**src/rtl/tpu_pkg.sv**
```systemverilog
// ---------------------------------------------------------------------------
// tpu_pkg
//
// Shared definitions for the tiny-TPU control blocks.
//
// Contents:
//   seq_state_t      - state encoding of the matmul job sequencer
//   TPU_N            - systolic array dimension (also the weight-load length)
//   TPU_FEED_CYCLES  - length of the activation-feed valid window (N+1)
//   TPU_DRAIN_CYCLES - idle cycles after the feed before results are final (N)
//   max3()           - constant helper used to size shared counters
// ---------------------------------------------------------------------------
`timescale 1ns/1ps

package tpu_pkg;

   typedef enum logic [2:0] {
      IDLE    = 3'd0,
      LOAD_W  = 3'd1,
      FEED    = 3'd2,
      DRAIN   = 3'd3,
      CAPTURE = 3'd4,
      DONE    = 3'd5
   } seq_state_t;

   localparam int TPU_N            = 2;
   localparam int TPU_FEED_CYCLES  = TPU_N + 1;
   localparam int TPU_DRAIN_CYCLES = TPU_N;

   // Largest of three integers; used at elaboration time to size a counter
   // that has to reach the longest of several phase lengths.
   function automatic int max3(input int a, input int b, input int c);
      int m;
      m = a;
      if (b > m) m = b;
      if (c > m) m = c;
      return m;
   endfunction

endpackage

```
**src/rtl/matmul_sequencer.sv**
```systemverilog
// ---------------------------------------------------------------------------
// matmul_sequencer
//
// Control FSM that runs one 2x2 matrix-multiply job on the tiny-TPU datapath.
// A job is accepted over a valid/ready handshake, after which the block steps
// through weight load, activation feed, pipeline drain and result capture,
// finishing with a one-cycle done pulse. Only control strobes are produced;
// no data passes through this block.
//
// Parameters:
//   N            - array dimension; number of weight-load cycles
//   FEED_CYCLES  - cycles setup_valid is held high (skewed, zero-padded feed)
//   DRAIN_CYCLES - idle cycles after the feed; 0 skips the DRAIN state
//
// Ports:
//   clk            in   rising-edge clock
//   reset_n        in   asynchronous active-low reset
//   cmd_valid      in   job request
//   cmd_ready      out  job can be accepted (state is IDLE)
//   abort          in   synchronous job cancel
//   weight_load    out  array latches weights
//   datapath_clear out  one-cycle clear of accumulators and input-setup counter
//   setup_valid    out  valid to the input-setup stage
//   result_capture out  output registers latch the array results
//   busy           out  high in every state except IDLE
//   done           out  one-cycle job-complete pulse
//   jobs_done      out  count of completed jobs, wraps 255 -> 0
// ---------------------------------------------------------------------------
`timescale 1ns/1ps

module matmul_sequencer
   import tpu_pkg::*;
#(
   parameter int N            = TPU_N,
   parameter int FEED_CYCLES  = TPU_FEED_CYCLES,
   parameter int DRAIN_CYCLES = TPU_DRAIN_CYCLES
) (
   input  logic       clk,
   input  logic       reset_n,
   input  logic       cmd_valid,
   output logic       cmd_ready,
   input  logic       abort,
   output logic       weight_load,
   output logic       datapath_clear,
   output logic       setup_valid,
   output logic       result_capture,
   output logic       busy,
   output logic       done,
   output logic [7:0] jobs_done
);

   // One phase counter is shared by every state, so it must be wide enough to
   // reach the longest phase.
   localparam int CNT_MAX = max3(N, FEED_CYCLES, DRAIN_CYCLES);
   localparam int CNT_W   = $clog2(CNT_MAX + 1);

   // Counter value seen in the final cycle of each multi-cycle phase. The
   // drain value is meaningless when DRAIN_CYCLES is 0 because DRAIN is then
   // never entered.
   localparam logic [CNT_W-1:0] LOAD_LAST  = CNT_W'(N - 1);
   localparam logic [CNT_W-1:0] FEED_LAST  = CNT_W'(FEED_CYCLES - 1);
   localparam logic [CNT_W-1:0] DRAIN_LAST = CNT_W'(DRAIN_CYCLES - 1);

   seq_state_t       state;
   seq_state_t       state_next;
   logic [CNT_W-1:0] cnt;
   logic [CNT_W-1:0] cnt_next;

   // State and phase counter registers. The counter restarts from zero on
   // every state change so each phase measures its own length, and it is
   // parked at zero while waiting in IDLE.
   always_ff @(posedge clk or negedge reset_n) begin
      if (!reset_n) begin
         state <= IDLE;
         cnt   <= '0;
      end else begin
         state <= state_next;
         cnt   <= cnt_next;
      end
   end

   // Next-state logic. An abort outside IDLE returns straight to IDLE; in IDLE
   // it also wins over a simultaneous request, so no job is started. The
   // feed phase skips DRAIN entirely when the build has no drain cycles.
   always_comb begin
      state_next = state;
      if (abort && (state != IDLE)) begin
         state_next = IDLE;
      end else begin
         unique case (state)
            IDLE: begin
               if (cmd_valid && !abort) state_next = LOAD_W;
            end
            LOAD_W: begin
               if (cnt == LOAD_LAST) state_next = FEED;
            end
            FEED: begin
               if (cnt == FEED_LAST) begin
                  if (DRAIN_CYCLES == 0) state_next = CAPTURE;
                  else                   state_next = DRAIN;
               end
            end
            DRAIN: begin
               if (cnt == DRAIN_LAST) state_next = CAPTURE;
            end
            CAPTURE: begin
               state_next = DONE;
            end
            DONE: begin
               state_next = IDLE;
            end
            default: begin
               state_next = IDLE;
            end
         endcase
      end

      if ((state_next != state) || (state == IDLE)) cnt_next = '0;
      else                                          cnt_next = cnt + 1'b1;
   end

   // Completed-job counter. It advances on the DONE cycle itself, so an abort
   // arriving in DONE does not undo a job that has already finished.
   always_ff @(posedge clk or negedge reset_n) begin
      if (!reset_n) begin
         jobs_done <= 8'd0;
      end else if (state == DONE) begin
         jobs_done <= jobs_done + 8'd1;
      end
   end

   // Output decode from the registered state and counter only, so every
   // strobe is glitch-free relative to the clock and drops to its reset value
   // as soon as reset_n is asserted. The clear fires in the first weight-load
   // cycle, which puts it at least N cycles ahead of the first setup_valid.
   always_comb begin
      cmd_ready      = (state == IDLE);
      busy           = (state != IDLE);
      weight_load    = (state == LOAD_W);
      datapath_clear = (state == LOAD_W) && (cnt == '0);
      setup_valid    = (state == FEED);
      result_capture = (state == CAPTURE);
      done           = (state == DONE);
   end

endmodule

```
**config.mk**
```make
export PLATFORM = sky130hd
export DESIGN_NAME = matmul_sequencer
export DESIGN_NICKNAME = d
export VERILOG_FILES = /design/src/rtl/tpu_pkg.sv /design/src/rtl/matmul_sequencer.sv
export SDC_FILE = /design/constraint.sdc
export NUM_CORES = 1
export LEC_CHECK = 0
export BUFFER_PORTS_ARGS = -buffer_cell sky130_fd_sc_hd__buf_2
export CORE_AREA = 2 2 43 45
export CTS_CLUSTER_SIZE = 16
export DETAILED_ROUTE_END_ITERATION = 8
export DIE_AREA = 0 0 45 47
export GPL_TIMING_DRIVEN = 0
export PLACE_DENSITY = 0.72
export SYNTH_ARGS = -nofsm -noshare
export SYNTH_HDL_FRONTEND = slang
export SYNTH_SLANG_ARGS = --single-unit
```
**constraint.sdc**
```tcl
create_clock -name clk -period 2.01 [get_ports clk]
set_clock_uncertainty 0.1 [all_clocks]
set_input_delay 0.1005 -clock clk [delete_from_list [all_inputs] [get_ports clk]]
set_output_delay 0.1005 -clock clk [all_outputs]
set_load 0.02 [all_outputs]
```
## Word level (Yosys, flattened, before mapping)

Cells that the tools add are included.

| word-level totals | value |
|---|---|
| bits in registers | 13 |
| latch bits | 0 |
| RAM bits | 0 |
| bits in read-only memories | 0 |
| input bits | 4 |
| output and inout bits | 15 |
| logic and storage cells | 28 |
| memories | 0 |

| cells by class | value |
|---|---|
| add/subtract/negate cells | 2 |
| $mul | 0 |
| divide/modulo/power cells | 0 |
| order comparisons | 0 |
| equal/unequal tests | 8 |
| shift-type cells | 0 |
| multiplexer cells | 7 |
| bitwise gates (word level) | 0 |
| reduce and logical (&&, ||, !) cells | 8 |

Operators with widths:

| operator | number |
|---|---|
| $mux W3 | 5 |
| $pmux W3 S5 | 1 |
| $add A8 B1 Y8 const B | 1 |
| $eq A3 B2 Y1 const B | 2 |
| $eq A3 B3 Y1 const B | 2 |
| $eq A3 B1 Y1 const B | 1 |
| $logic_and A1 B1 Y1 | 3 |
| $logic_not A3 Y1 | 1 |
| $ne A3 B3 Y1 | 1 |
| $reduce_bool A3 Y1 | 1 |
| $add A2 B1 Y2 const B | 1 |
| $eq A2 B1 Y1 const B | 1 |
| $eq A2 B2 Y1 const B | 1 |
| $logic_not A2 Y1 | 1 |
| $mux W2 | 1 |
| $logic_not A1 Y1 | 1 |
| $logic_or A1 B1 Y1 | 1 |

## Longest topological paths before layout

| depth | value |
|---|---|
| word-level depth | 8 |
| gate-level depth with buffers | 6 |

## Least setup slack after synthesis

Ideal clock, no wire load.

| timing | value |
|---|---|
| kind | register to output |
| start | reg state[0] |
| end | out datapath_clear |
| data arrival time | 1.387 ns |
| setup slack | 0.423 ns |
| cell stages (with the launch flop) | 5 |
| cells stage by stage | dfrtp_1 buf_6 inv_1 nor3_1 and2_1 |

| between the ends | value |
|---|---|
| word-level cells in the longest chain between the ends | 2 |

RTL lines:

| what | RTL line | text |
|---|---|---|
| from (decl) | matmul_sequencer.sv:64 | `seq_state_t state;` |
| from (signal assigned) | matmul_sequencer.sv:77 | `state <= state_next;` |
| $eq A3 B1 Y1 | -- |  |
| named net weight_load | matmul_sequencer.sv:43 | `output logic weight_load,` |
| $logic_and A1 B1 Y1 | matmul_sequencer.sv:140 | `datapath_clear = (state == LOAD_W) && (cnt == '0);` |
| to (decl) | matmul_sequencer.sv:44 | `output logic datapath_clear,` |

The timed path passes the listed nets, and every way through them passes these cells.

## Final worst setup path

| timing | value |
|---|---|
| start | reg state[1] |
| end | out cmd_ready |

| between the ends | value |
|---|---|
| word-level cells in the longest chain between the ends | 1 |

RTL lines:

| what | RTL line | text |
|---|---|---|
| $logic_not A3 Y1 | matmul_sequencer.sv:137 | `cmd_ready = (state == IDLE);` |
| to (decl) | matmul_sequencer.sv:41 | `output logic cmd_ready,` |

No other way between the ends.

==> out/qor.txt <==
Die X-Extent: 45 µm
htree depth: 1
setup TNS: 0 ns
commonest non-fill, non-tap cells in the layout: buf_2 (18), dfrtp_1 (13), xnor2_1 (5)
die height: 47 µm
crit path max-delay cell type: or3_2
Detailed Route WL: 1354 µm
status: complete, no violations
Worst Setup SP: state[1]
delay of the slowest cell on the worst path: 0.48 ns
design area: 937.1 µm²
Initial Util: 47.20%
Synth-to-Final Area Change: 20.22%
hold-fix buffer count after cts: 2
worst setup path class: flip-flop to output pin
Cell variety after synth: 30
clock latency on the worst-skew pair: 0.26 ns
worst min-delay path class: primary input to asynchronous set/reset pin
cell count after placement: 105
Avg WL per Cell: 12.20 µm
PwrDens: 895.4 nW/µm²
layout cell share with drive strength beyond 1: 37.23%
Yosys reg bits: 13
Die ar.: 2115 µm²
CTS clk-pin slew, worst paths: 0.08 ns
CP Cell Sequence: buf_6 > or3_2 > inv_1 > buf_2
CTS root buf: clkbuf_4
Syn Inst Count: 70
post-route ant nets: 0
relative slew slack: 71.26%
filler cell count in the final layout: 150
# diodes: 0
Via density: 5.351
leading cell type in the layout, fill and taps excluded: buf_2
RSZ-0062 raised after global routing: false
GRT Residual Overflow: 0
Num CTS Buffers: 3
Max Root-Sink Buffers: 2
CP Depth: 4
post-detail-place hpwl: 1018 µm
Final Util: 56.74%
first-pass GRT wire length: 2277 µm
Arr. time, crit path: 1.49 ns
final max-slew violation count: 0
Avg Inst Size Synth: 11.14 µm²
YS warnings: 0
CP Capture Type: output pin
Detailed Routing Iterations Pass 1: 3
syn_nets: 78
reg2reg path depth: 5
nets: 103
P_leak: 0.4783 nW
Post-CTS Setup Inserts: 0
minimum clock period: 1.687 ns
WP buf/inv: 3
Top delay family on crit path: simple AND/OR/NAND/NOR gates
r2r startpoint: cnt[0]
sequential-to-total area share from yosys stat: 41.73%
post-cts sizing count: 0
largest net degree at the start of global routing: 14
Req. time, crit path: 1.81 ns
Tcrit/Tclk final: 83.94%
max cap viols: 0
TritonCTS clock tree: done
Placer Congestion: 0.6730
routed via count: 594
row cnt: 15
crit path max fanout: 10
Final Hold Fails: 0
worst slew pin tran: 0.4310 ns
Fmax: 592.7 MHz
GRT Util Overall: 15.27%
initial antenna violation count: 0
Iteration-0 DRC Markers: 10
vias in the first global route: 541
I/O pin total: 19
number of port buffers: 18
DRC: 0
clock net sink count: 13
kind of start point of the critical path: flip-flop
Max IR drop VDD: 0.0005566 V
Mapped Area: 779.5 µm²
core area: 1652 µm²
placed inst area: 890.9 µm²
non-filler instance count after layout: 111
final setup fails: 0
worst register-to-register path, cell delays in order (launching register included):
cell	delay, ns
dfrtp_1	0.41
ha_1	0.28
nor3_1	0.26
mux2_2	0.21
a21oi_2	0.04
nor4_1	0.26
final cells by class:
class / count / area [µm²] / share of cell area (%)
tap: 17 / 21.27 / 2.270
multi-input combinational: 49 / 394.1 / 42.06
sequential: 13 / 325.3 / 34.71
clock buffer: 4 / 26.28 / 2.804
inverter: 4 / 15.01 / 1.602
timing repair buffer: 20 / 110.1 / 11.75
buffer: 4 / 45.04 / 4.806
per-layer routing:
layer | track usage (%) | wire, µm | part of all wire (%) | vias to the layer above
li1 | - | - | - | 289
met1 | 18.18 | 604 | 45 | 287
met2 | 26.29 | 673 | 50 | 16
met3 | 1.154 | 51 | 3.8 | 2
met4 | 10.59 | 25 | 1.8 | 0
met5 | 0 | 0 | 0 | -
metrics by stage:
| stage | hold slack [ns] | total power [mW] | worst slack [ns] |
|---|---|---|---|
| after global routing | 0.1499 | 0.9091 | 0.2409 |
| after floorplan | -0.2951 | 0.5909 | 0.4230 |
| final | 0.1443 | 0.8391 | 0.3227 |
| after CTS | 0.1446 | 0.8539 | 0.3055 |
| after global placement | -0.09786 | 0.6764 | 0.4474 |
| after detailed placement | -0.09702 | 0.6887 | 0.3980 |
where the power goes:
group	switching, mW	internal [mW]
combinational	0.228	0.155
clock	0.0794	0.0767
sequential	0.0148	0.286
cell usage after synthesis:
| cell type | number | share of area, % |
|---|---|---|
| nor4_1 | 1 | 0.80 |
| or3_2 | 1 | 0.96 |
| a221oi_1 | 1 | 1.1 |
| and4_4 | 1 | 1.4 |
| and2b_1 | 1 | 0.96 |
| nor4b_2 | 1 | 1.9 |
| a21oi_2 | 1 | 1.1 |
| inv_1 | 4 | 1.9 |
| nand3_2 | 2 | 2.6 |
| nor3b_4 | 1 | 2.4 |
| dfrtp_1 | 13 | 42 |
| o31ai_1 | 1 | 0.96 |
| a21oi_1 | 1 | 0.64 |
| buf_6 | 4 | 5.8 |
| and3b_1 | 1 | 1.1 |
| ha_1 | 4 | 6.4 |
| nor3_1 | 3 | 1.9 |
| and2_1 | 2 | 1.6 |
| mux2_2 | 2 | 2.9 |
| nor2_1 | 3 | 1.4 |
| nand2b_1 | 3 | 2.4 |
| nand2_1 | 3 | 1.4 |
| maj3_2 | 1 | 1.4 |
| xnor2_1 | 5 | 5.6 |
| a31oi_1 | 1 | 0.80 |
| nand4_1 | 2 | 1.6 |
| nor2b_1 | 2 | 1.6 |
| xor2_1 | 3 | 3.4 |
| a22o_1 | 1 | 1.1 |
| and3_1 | 1 | 0.80 |
sequential cells by signal (all words and copies together), names as in the netlist:
signal	flops
jobs_done	8
state	3
cnt	2
logic make-up after synthesis:
family	Yosys count	synth area share, %
AOI/OAI and AO/OA	6	5.779
adders and majority gates	5	7.865
muxes	2	2.889
buffers and inverters	8	7.704
DFF	13	41.73
xor gates and xnor gates	8	8.989
and+or+nand+nor	28	25.04
final timing paths:
check                               end  slack [ns]
setup / recovery              cmd_ready        0.32
hold / removal             jobs_done[3]        0.14
hold reg to reg            jobs_done[7]        0.37
min in group clk               state[0]        0.20
max in group asynchronous  jobs_done[5]        1.44
setup reg to reg                 cnt[0]        0.36
Note: power is estimated with default switching activity, not from simulation.
